===== src/rtl/io_pkg.sv =====
// io_pkg: shared definitions for the I/O port responder slice.
//   DATA_W_DEFAULT - default word width on both the CPU and host sides.
//   STAT_CNT_W     - count field width of the generic FIFO status record.
//   fifo_status_t  - {count, full, empty} snapshot of one FIFO.
//   ptr_width()    - read/write pointer width for a FIFO of a given depth.
package io_pkg;

  localparam int unsigned DATA_W_DEFAULT = 64;
  localparam int unsigned STAT_CNT_W     = 16;

  typedef struct packed {
    logic [STAT_CNT_W-1:0] count;
    logic                  full;
    logic                  empty;
  } fifo_status_t;

  // A depth-1 FIFO would give a zero-width pointer, so one bit is the minimum.
  function automatic int unsigned ptr_width(input int unsigned depth);
    return (depth > 32'd1) ? $clog2(depth) : 32'd1;
  endfunction

endpackage


===== src/rtl/io_port_responder_if.sv =====
// io_port_if: CPU strobe/data pins plus the host producer/consumer handshakes.
//   master - the CPU and host side (drives strobes, producer data, consumer ready).
//   slave  - the responder (drives cpu_in_data, host_in_ready, host_out_*).
interface io_port_if
  import io_pkg::*;
#(
  parameter int unsigned DATA_W = DATA_W_DEFAULT
);

  logic              cpu_in_signal;
  logic [DATA_W-1:0] cpu_in_data;
  logic              cpu_out_signal;
  logic [DATA_W-1:0] cpu_out_data;
  logic              host_in_valid;
  logic [DATA_W-1:0] host_in_data;
  logic              host_in_ready;
  logic              host_out_valid;
  logic [DATA_W-1:0] host_out_data;
  logic              host_out_ready;

  modport master (
    output cpu_in_signal, cpu_out_signal, cpu_out_data,
    output host_in_valid, host_in_data, host_out_ready,
    input  cpu_in_data, host_in_ready, host_out_valid, host_out_data
  );

  modport slave (
    input  cpu_in_signal, cpu_out_signal, cpu_out_data,
    input  host_in_valid, host_in_data, host_out_ready,
    output cpu_in_data, host_in_ready, host_out_valid, host_out_data
  );

endinterface


===== src/rtl/sync_fifo.sv =====
// sync_fifo: single-clock FIFO, full/empty decided from the occupancy count.
//   push/push_data - write request, ignored while full.
//   pop            - read request, ignored while empty (no fall-through).
//   head           - word at the read pointer (meaningful only when !empty).
//   count/full/empty - occupancy status.
module sync_fifo
  import io_pkg::*;
#(
  parameter  int unsigned WIDTH = 64,
  parameter  int unsigned DEPTH = 16,
  localparam int unsigned PTR_W = ptr_width(DEPTH),
  localparam int unsigned CNT_W = $clog2(DEPTH) + 1
) (
  input  logic             clk,
  input  logic             reset,
  input  logic             push,
  input  logic [WIDTH-1:0] push_data,
  input  logic             pop,
  output logic [WIDTH-1:0] head,
  output logic [CNT_W-1:0] count,
  output logic             full,
  output logic             empty
);

  localparam logic [CNT_W-1:0] FULL_CNT = CNT_W'(DEPTH);

  logic [WIDTH-1:0] mem_q [DEPTH];
  logic [WIDTH-1:0] mem_d [DEPTH];
  logic [PTR_W-1:0] wr_ptr_q, wr_ptr_d;
  logic [PTR_W-1:0] rd_ptr_q, rd_ptr_d;
  logic [CNT_W-1:0] count_q, count_d;
  logic             push_ok_s;
  logic             pop_ok_s;

  assign full      = (count_q == FULL_CNT);
  assign empty     = (count_q == {CNT_W{1'b0}});
  assign count     = count_q;
  assign head      = mem_q[rd_ptr_q];
  assign push_ok_s = push & ~full;
  assign pop_ok_s  = pop & ~empty;

  // Next-state for storage, pointers (wrap naturally at power-of-two depth) and count.
  always_comb begin
    mem_d    = mem_q;
    wr_ptr_d = wr_ptr_q;
    rd_ptr_d = rd_ptr_q;
    count_d  = count_q;
    if (push_ok_s) begin
      mem_d[wr_ptr_q] = push_data;
      wr_ptr_d        = wr_ptr_q + PTR_W'(1);
    end else begin
      wr_ptr_d = wr_ptr_q;
    end
    if (pop_ok_s) begin
      rd_ptr_d = rd_ptr_q + PTR_W'(1);
    end else begin
      rd_ptr_d = rd_ptr_q;
    end
    case ({push_ok_s, pop_ok_s})
      2'b10:   count_d = count_q + CNT_W'(1);
      2'b01:   count_d = count_q - CNT_W'(1);
      default: count_d = count_q;
    endcase
  end

  // Pointer and count registers; reset empties the FIFO.
  always_ff @(posedge clk) begin
    if (reset) begin
      wr_ptr_q <= {PTR_W{1'b0}};
      rd_ptr_q <= {PTR_W{1'b0}};
      count_q  <= {CNT_W{1'b0}};
    end else begin
      wr_ptr_q <= wr_ptr_d;
      rd_ptr_q <= rd_ptr_d;
      count_q  <= count_d;
    end
  end

  // Storage array; contents are never read while empty, so no reset is needed.
  always_ff @(posedge clk) begin
    mem_q <= mem_d;
  end

endmodule


===== src/rtl/io_port_responder.sv =====
// io_port_responder: I/O-port peripheral answering CPU reads and capturing CPU writes.
//   clk, reset      - clock, synchronous active-high reset.
//   bus (slave)     - CPU in/out strobes and data, host producer and consumer handshakes.
//   clear_flags     - clears both sticky error flags (a new error in the same cycle wins).
//   in_count/out_count       - input/output FIFO occupancy.
//   in_underflow/out_overflow - sticky CPU read-while-empty / write-while-full flags.
module io_port_responder
  import io_pkg::*;
#(
  parameter  int unsigned DATA_W    = DATA_W_DEFAULT,
  parameter  int unsigned IN_DEPTH  = 16,
  parameter  int unsigned OUT_DEPTH = 16,
  localparam int unsigned IN_CNT_W  = $clog2(IN_DEPTH) + 1,
  localparam int unsigned OUT_CNT_W = $clog2(OUT_DEPTH) + 1
) (
  input  logic                 clk,
  input  logic                 reset,
  io_port_if.slave             bus,
  input  logic                 clear_flags,
  output logic [IN_CNT_W-1:0]  in_count,
  output logic [OUT_CNT_W-1:0] out_count,
  output logic                 in_underflow,
  output logic                 out_overflow
);

  logic              in_q, in_d;
  logic              out_q, out_d;
  logic              out_pend_q, out_pend_d;
  logic [DATA_W-1:0] out_word_q, out_word_d;
  logic              in_underflow_q, in_underflow_d;
  logic              out_overflow_q, out_overflow_d;

  logic              in_evt_s, out_evt_s;
  logic [DATA_W-1:0] in_head_s;
  logic              in_full_s, in_empty_s;
  logic              out_full_s, out_empty_s;

  assign in_evt_s  = bus.cpu_in_signal & ~in_q;
  assign out_evt_s = bus.cpu_out_signal & ~out_q;

  sync_fifo #(.WIDTH(DATA_W), .DEPTH(IN_DEPTH)) u_in_fifo (
    .clk       (clk),
    .reset     (reset),
    .push      (bus.host_in_valid & ~in_full_s),
    .push_data (bus.host_in_data),
    .pop       (in_evt_s),
    .head      (in_head_s),
    .count     (in_count),
    .full      (in_full_s),
    .empty     (in_empty_s)
  );

  // The write is staged one cycle: the word is sampled on the event and pushed
  // on the following edge, so full/overflow are judged at the push itself.
  sync_fifo #(.WIDTH(DATA_W), .DEPTH(OUT_DEPTH)) u_out_fifo (
    .clk       (clk),
    .reset     (reset),
    .push      (out_pend_q),
    .push_data (out_word_q),
    .pop       (bus.host_out_ready & ~out_empty_s),
    .head      (bus.host_out_data),
    .count     (out_count),
    .full      (out_full_s),
    .empty     (out_empty_s)
  );

  // The CPU samples in_data in the same cycle it raises in_signal, so this stays combinational.
  assign bus.cpu_in_data    = in_empty_s ? {DATA_W{1'b0}} : in_head_s;
  assign bus.host_in_ready  = ~in_full_s;
  assign bus.host_out_valid = ~out_empty_s;
  assign in_underflow       = in_underflow_q;
  assign out_overflow       = out_overflow_q;

  // Edge-detect history, staged CPU write and sticky flags (set beats clear).
  always_comb begin
    in_d       = bus.cpu_in_signal;
    out_d      = bus.cpu_out_signal;
    out_pend_d = out_evt_s;
    out_word_d = out_word_q;
    if (out_evt_s) begin
      out_word_d = bus.cpu_out_data;
    end else begin
      out_word_d = out_word_q;
    end
    if (in_evt_s & in_empty_s) begin
      in_underflow_d = 1'b1;
    end else if (clear_flags) begin
      in_underflow_d = 1'b0;
    end else begin
      in_underflow_d = in_underflow_q;
    end
    if (out_pend_q & out_full_s) begin
      out_overflow_d = 1'b1;
    end else if (clear_flags) begin
      out_overflow_d = 1'b0;
    end else begin
      out_overflow_d = out_overflow_q;
    end
  end

  // Control registers; reset discards any staged write and clears the flags.
  always_ff @(posedge clk) begin
    if (reset) begin
      in_q           <= 1'b0;
      out_q          <= 1'b0;
      out_pend_q     <= 1'b0;
      out_word_q     <= {DATA_W{1'b0}};
      in_underflow_q <= 1'b0;
      out_overflow_q <= 1'b0;
    end else begin
      in_q           <= in_d;
      out_q          <= out_d;
      out_pend_q     <= out_pend_d;
      out_word_q     <= out_word_d;
      in_underflow_q <= in_underflow_d;
      out_overflow_q <= out_overflow_d;
    end
  end

endmodule


===== src/flat_wrapper.sv =====
// flat-port wrapper written by rule: the top's interface ports become plain ports
module io_port_responder_flat import io_pkg::*;
#(
  parameter  int unsigned DATA_W    = DATA_W_DEFAULT,
  parameter  int unsigned IN_DEPTH  = 16,
  parameter  int unsigned OUT_DEPTH = 16,
  localparam int unsigned IN_CNT_W  = $clog2(IN_DEPTH) + 1,
  localparam int unsigned OUT_CNT_W = $clog2(OUT_DEPTH) + 1
)
  (clk, reset, clear_flags, in_count, out_count, in_underflow, out_overflow, bus_cpu_in_signal, bus_cpu_out_signal, bus_cpu_out_data, bus_host_in_valid, bus_host_in_data, bus_host_out_ready, bus_cpu_in_data, bus_host_in_ready, bus_host_out_valid, bus_host_out_data);
  io_port_if #(.DATA_W(DATA_W)) bus_i ();
  input  logic clk;
  input  logic reset;
  input  logic clear_flags;
  output logic [IN_CNT_W-1:0] in_count;
  output logic [OUT_CNT_W-1:0] out_count;
  output logic in_underflow;
  output logic out_overflow;
  input wire logic [$bits(bus_i.cpu_in_signal)-1:0] bus_cpu_in_signal;
  input wire logic [$bits(bus_i.cpu_out_signal)-1:0] bus_cpu_out_signal;
  input wire logic [$bits(bus_i.cpu_out_data)-1:0] bus_cpu_out_data;
  input wire logic [$bits(bus_i.host_in_valid)-1:0] bus_host_in_valid;
  input wire logic [$bits(bus_i.host_in_data)-1:0] bus_host_in_data;
  input wire logic [$bits(bus_i.host_out_ready)-1:0] bus_host_out_ready;
  output wire logic [$bits(bus_i.cpu_in_data)-1:0] bus_cpu_in_data;
  output wire logic [$bits(bus_i.host_in_ready)-1:0] bus_host_in_ready;
  output wire logic [$bits(bus_i.host_out_valid)-1:0] bus_host_out_valid;
  output wire logic [$bits(bus_i.host_out_data)-1:0] bus_host_out_data;
  assign bus_i.cpu_in_signal = bus_cpu_in_signal;
  assign bus_i.cpu_out_signal = bus_cpu_out_signal;
  assign bus_i.cpu_out_data = bus_cpu_out_data;
  assign bus_i.host_in_valid = bus_host_in_valid;
  assign bus_i.host_in_data = bus_host_in_data;
  assign bus_i.host_out_ready = bus_host_out_ready;
  assign bus_cpu_in_data = bus_i.cpu_in_data;
  assign bus_host_in_ready = bus_i.host_in_ready;
  assign bus_host_out_valid = bus_i.host_out_valid;
  assign bus_host_out_data = bus_i.host_out_data;
  io_port_responder #(.DATA_W(DATA_W), .IN_DEPTH(IN_DEPTH), .OUT_DEPTH(OUT_DEPTH)) u_core (.clk(clk), .reset(reset), .bus(bus_i), .clear_flags(clear_flags), .in_count(in_count), .out_count(out_count), .in_underflow(in_underflow), .out_overflow(out_overflow));
endmodule

===== config.mk =====
export PLATFORM = sky130hd
export DESIGN_NAME = io_port_responder_flat
export DESIGN_NICKNAME = d
export VERILOG_FILES = /design/src/rtl/io_pkg.sv /design/src/rtl/io_port_responder_if.sv /design/src/rtl/sync_fifo.sv /design/src/rtl/io_port_responder.sv /design/src/flat_wrapper.sv
export SDC_FILE = /design/constraint.sdc
export NUM_CORES = 2
export LEC_CHECK = 0
export ABC_AREA = 0
export ABC_CLOCK_PERIOD_IN_PS = 7250
export BUFFER_PORTS_ARGS = -buffer_cell sky130_fd_sc_hd__buf_2
export CAP_MARGIN = 20
export CORE_MARGIN = 2
export CORE_UTILIZATION = 64
export CTS_BUF_LIST = sky130_fd_sc_hd__clkbuf_4 sky130_fd_sc_hd__clkbuf_8
export CTS_CLUSTER_SIZE = 8
export DETAILED_ROUTE_END_ITERATION = 12
export PLACE_DENSITY = 0.82
export SLEW_MARGIN = 20
export SYNTH_ARGS = -nofsm -noshare
export SYNTH_HDL_FRONTEND = slang
export SYNTH_HIERARCHICAL = 1
export SYNTH_SLANG_ARGS = --single-unit

===== constraint.sdc =====
create_clock -name clk -period 7.25 [get_ports clk]
set_input_delay 0 -clock clk [delete_from_list [all_inputs] [get_ports clk]]
set_output_delay 0 -clock clk [all_outputs]
set_load 0.02 [all_outputs]

# == After elaboration in Yosys (flattened, before gate mapping) ==
# Cells that the tools add are included.
# totals
reg_bits,2143
input_bits,135
word_cells,110
# classes
n_addsub,8
order_cmp,6
n_eq_ne,6
mux,18
bitwise,20
reduce_logical,8
# ops
op,n
$bwmux 1024,2
$bmux 64 s4,2
$demux 64 s4,2
$mux 64,7
$ge 5x5->1 const B,4
$not 4->5,4
$pmux 5 s2,2
$add 4x1->4 const B,4
$add 5x1->5 const B,2
$and 1x1->1,10
$eq 5x5->1 const B,2
$logic_not 5->1,2
$lt 5x1->1 const B,2
$sub 5x1->5 const B,2
$reduce_bool 2->1,4
$not 1->1,6
$eq 2x1->1 const B,2
$eq 2x2->1 const B,2
$mux 1,3
$logic_and 1x1->1,2

# == Logic depth before layout (Yosys ltp) ==
# depth
word_depth,6
ltp_mapped,13

# == Hierarchy ==
# Netlist, hierarchy kept.
# by_module_without_submodules
module,instances,cells_per_inst,area_each_um2,seq_area_each_um2
sync_fifo at u_core.u_out_fifo,1,1672,39068.7,31009.7
sync_fifo at u_core.u_in_fifo,1,1666,39042.4,31009.7
io_port_responder,1,382,3588.4,1381.3

# == Worst setup path before layout ==
# Ideal clock, no wire load.
# synth_path
kind,flip-flop to flip-flop
start,"register u_core.u_in_fifo.count_q[0], in the netlist u_core/u_in_fifo/count[0]"
end,register u_core/u_in_fifo/mem_q[832] (netlist name) (enable)
arrival_ps,5844
required_time_ps,6685
slack_ps,841
stages_incl_launch_ff,8
synth_period_minus_slack_ps,6409
path_cell_list,dfxtp_1 or4_1 clkbuf_2 nor2_1 nor2b_1 o21a_1 nand2_1 nor3_1
# synth_via
elab_chain_len,4
# synth_rtl
element,line,rtl
from (decl),sync_fifo.sv:31,"logic [CNT_W-1:0] count_q, count_d;"
from (signal assigned),sync_fifo.sv:71,count_q <= {CNT_W{1'b0}};
from (signal assigned),sync_fifo.sv:75,count_q <= count_d;
$eq 5x5->1 (*),sync_fifo.sv:35,assign full = (count_q == FULL_CNT);
via u_core.in_full_s,io_port_responder.sv:35,"logic in_full_s, in_empty_s;"
$not 1->1 (*),"sync_fifo.sv:39, io_port_responder.sv:44",
$and 1x1->1,io_port_responder.sv:44,".push (bus.host_in_valid & ~in_full_s),"
$and 1x1->1 (*),sync_fifo.sv:39,assign push_ok_s = push & ~full;
to (signal assigned),sync_fifo.sv:81,mem_q <= mem_d;
to (decl),sync_fifo.sv:27,logic [WIDTH-1:0] mem_q [DEPTH];
# Mark *: on every way through the listed nets, which the timed path passes. The rest lies on a longest branch.
# A chain may end at the register's enable or synchronous reset.

# == Worst setup path in the final report ==
# layout_path
start,register u_core.u_in_fifo.rd_ptr_q[1]
end,output bus_cpu_in_data[48]
# layout_via
elab_chain_len,5
# layout_rtl
element,line,rtl
from (decl),sync_fifo.sv:30,"logic [PTR_W-1:0] rd_ptr_q, rd_ptr_d;"
from (signal assigned),sync_fifo.sv:70,rd_ptr_q <= {PTR_W{1'b0}};
from (signal assigned),sync_fifo.sv:74,rd_ptr_q <= rd_ptr_d;
$not 4->5 (implied by the code),sync_fifo.sv:38,assign head = mem_q[rd_ptr_q];
$bmux 64 s4,sync_fifo.sv:38,
$mux 64 (implied by the code) (2 in a row),sync_fifo.sv:38,
via u_core.in_head_s[48],io_port_responder.sv:34,logic [DATA_W-1:0] in_head_s;
$mux 64,io_port_responder.sv:68,assign bus.cpu_in_data = in_empty_s ? {DATA_W{1'b0}} : in_head_s;
to (decl),flat_wrapper.sv:25,output wire logic [$bits(bus_i.cpu_in_data)-1:0] bus_cpu_in_data;
# The timed path passes the listed nets, and every way through them passes these cells. The select of a mux whose other input is x is not followed.

==> impl_metrics.toml <==
[sta]
tns_ns = 0
fin_worst_hold_slack_ns = 0.1202
maxSlewHeadroom_pct = 21.07
worstMarginPinSlew_ns = 1.184
max_freq_mhz = 230.4
min_period_ns = 4.341
hold_violations = 0
clock_skew_ns = 0.04115
setup_ws_ns = 2.909
drv_slew = 0
period_share_pct = 59.87
setup_viol = 0
rsz0062_at_grt = "false"

[synthesis]
netlist_instances = 3720
async_flop_share_pct = 0
yosys_warnings = 6
synth_ff_type = "edfxtp_1"
synth_edf_count = 2048
ys_seq_area_share_pct = 77.60
ys_types = 46
syn_area_mm2 = 0.08170
ys_ff_latch = 2143
syn_nets = 3875
syn_area_per_cell_um2 = 21.96

[floorplan]
num_rows = 131
fp.coreArea_mm2 = 0.1272
die_height_um = 361.3
die_x_um = 361.3
die-area_mm2 = 0.1305
initial_core_util_pct = 64.23
io_pins = 277

[hold_path]
holdPathStages = 3
holdCritPathClass = "in2reg"

[grt]
gr-total-overflow = 0
grt_pass1_vias = 44240
grt_pass1_wl_um = 281800
antenna_found_initial = 12
grt_max_degree = 132
grtUsageTotal_pct = 29.66

[placement]
pre_cts_ws_ns = 3.482
hpwl_um = 94840
io_buffers = 276
gp_congestion = 0.7547

[detailed_routing]
dr.pass1.iters = 6
ant_nets = 0
drt-vias-per-instance = 6.595
wl_per_cell_um = 29.96
drc = 0
dr.first_iter.drc_count = 5498
totalWireLength_um = 192300
via_count = 42350

[power]
vdd_ir_drop_max_v = 0.0002720
powerDensity_mw_per_mm2 = 292.0
p_leak_nw = 30.71

[cts]
cts_made_buffers = 344
clk_pin_slew_ns = 0.06
ctsResizeCount = 0
cts_htree_levels = 5
ctsRootBufferMaster = "clkbuf_8"
cts_tree = "done"
cts_buffer_depth = 4
clock_latency_ns = 1.00
clock-sinks = 2143
post_cts_buffers = 0

[layout]
layout.nets = 4703
layout_commonest_cell = "edfxtp_1"
area_growth_pct = 16.22
final_cell_mix = "2048 x edfxtp_1, 512 x mux4_2, 363 x clkbuf_8"
drive_gt1_share_pct = 30.37

[worst_setup_path]
r2r_cells = 7
critPathKind = "reg2out"
required_ns = 7.25
cp-start-kind = "register"
arrival_ns = 4.34
end_kind = "output port"
cp_max_fo = 70

[status]
status = "complete, no violations"

[job]
maxCapViolations = 0
==> cell usage after synthesis, types with 31 or more instances <==
master,n,area [µm²]
a22oi_1,256,1922
dfxtp_1,95,1902
nor2_1,63,236.5
buf_6,31,349.1
buf_1,33,123.9
mux4_2,512,11530
buf_2,45,225.2
nand2_1,139,521.8
edfxtp_1,2048,61500
nand2b_1,71,444.2
o21ai_1,55,275.3
nand4bb_1,64,720.7
clkbuf_1,89,334.1
nor2b_1,60,375.4
==> stage by stage <==
stage / instance area (µm²) / total power, W / util (%) / instances
CTS: 94870 / 0.02776 / 74.59 / 6412
detailed placement: 84860 / 0.01788 / 66.72 / 5502
floorplan: 81700 / 0.01684 / - / 3720
global placement: 84840 / 0.01779 / 66.70 / 5501
finish: 94950 / 0.02772 / 74.65 / 6421
global route: 94950 / 0.02859 / 74.65 / 6420
==> where the power goes <==
group	total (W)	internal (W)	switching (W)
Sequential	0.0141	0.0138	0.000240
Combinational	0.00376	0.00164	0.00211
Clock	0.00990	0.00548	0.00442
Total	0.0277	0.0210	0.00677
==> critical path, cell delays in order (launching register included) <==
cell and delay (ns):
dfxtp_4 1.09, buf_4 0.84, mux4_2 0.41, a22oi_1 0.43, nand2_1 0.14, nor2b_1 0.16, buf_2 0.19
==> worst paths after layout <==
kind                                startpoint                           to  slack (ns)
setup reg to reg     u_core/u_in_fifo/count[0]  u_core/u_in_fifo/mem_q[732]        3.54
hold / removal                           reset   u_core/u_out_fifo/count[0]        0.12
setup / recovery  u_core/u_in_fifo/rd_ptr_q[1]          bus_cpu_in_data[48]        2.91
hold reg to reg            u_core/in_underflow          u_core/in_underflow        0.49
==> per-layer routing <==
layer	part of all wire (%)	track usage (%)	up-vias
li1	-	-	17260
met1	34	37.58	21590
met2	51	49.24	2913
met3	11	7.479	573
met4	4.3	13.10	12
met5	0.036	0	-
==> layout make-up <==
| type | instances | area (µm²) |
|---|---|---|
| well taps | 1662 | 2079 |
| flip-flops and latches | 2143 | 63420 |
| fillers | 6380 | 32240 |
| inverters | 16 | 60.06 |
| diodes | 7 | 17.52 |
| multi-input cells | 1339 | 17320 |
| clock buffers | 515 | 6137 |
| repair buffers | 704 | 5644 |
| clock inverters | 35 | 276.5 |
==> state kept, by name (all words and copies together) (netlist names) <==
| register | count |
|---|---|
| u_core/out_q | 1 |
| u_core/u_out_fifo/rd_ptr_q | 4 |
| u_core/out_pend_q | 1 |
| u_core/u_out_fifo/wr_ptr_q | 4 |
| u_core/u_out_fifo/count | 5 |
| u_core/out_word_q | 64 |
| u_core/in_underflow | 1 |
| u_core/u_in_fifo/count | 5 |
| u_core/u_out_fifo/mem_q | 1024 |
| u_core/in_q | 1 |
| u_core/u_in_fifo/mem_q | 1024 |
| u_core/out_overflow | 1 |
| u_core/u_in_fifo/wr_ptr_q | 4 |
| u_core/u_in_fifo/rd_ptr_q | 4 |
==> kinds of logic after synthesis <==
logic type,share of synthesized area [%]
fa+ha+maj,0.3247
xor+xnor,0.1715
simple gates,3.159
buf+inv,1.545
mux,14.20
flops,77.60
compound gates,2.996
==> repair_timing <==
item,in CTS,in global routing
hold endpoints to repair,1181,0
hold buffers,360,0
endpoints found under the setup margin,0,0
(Power assumes the default switching activity.)
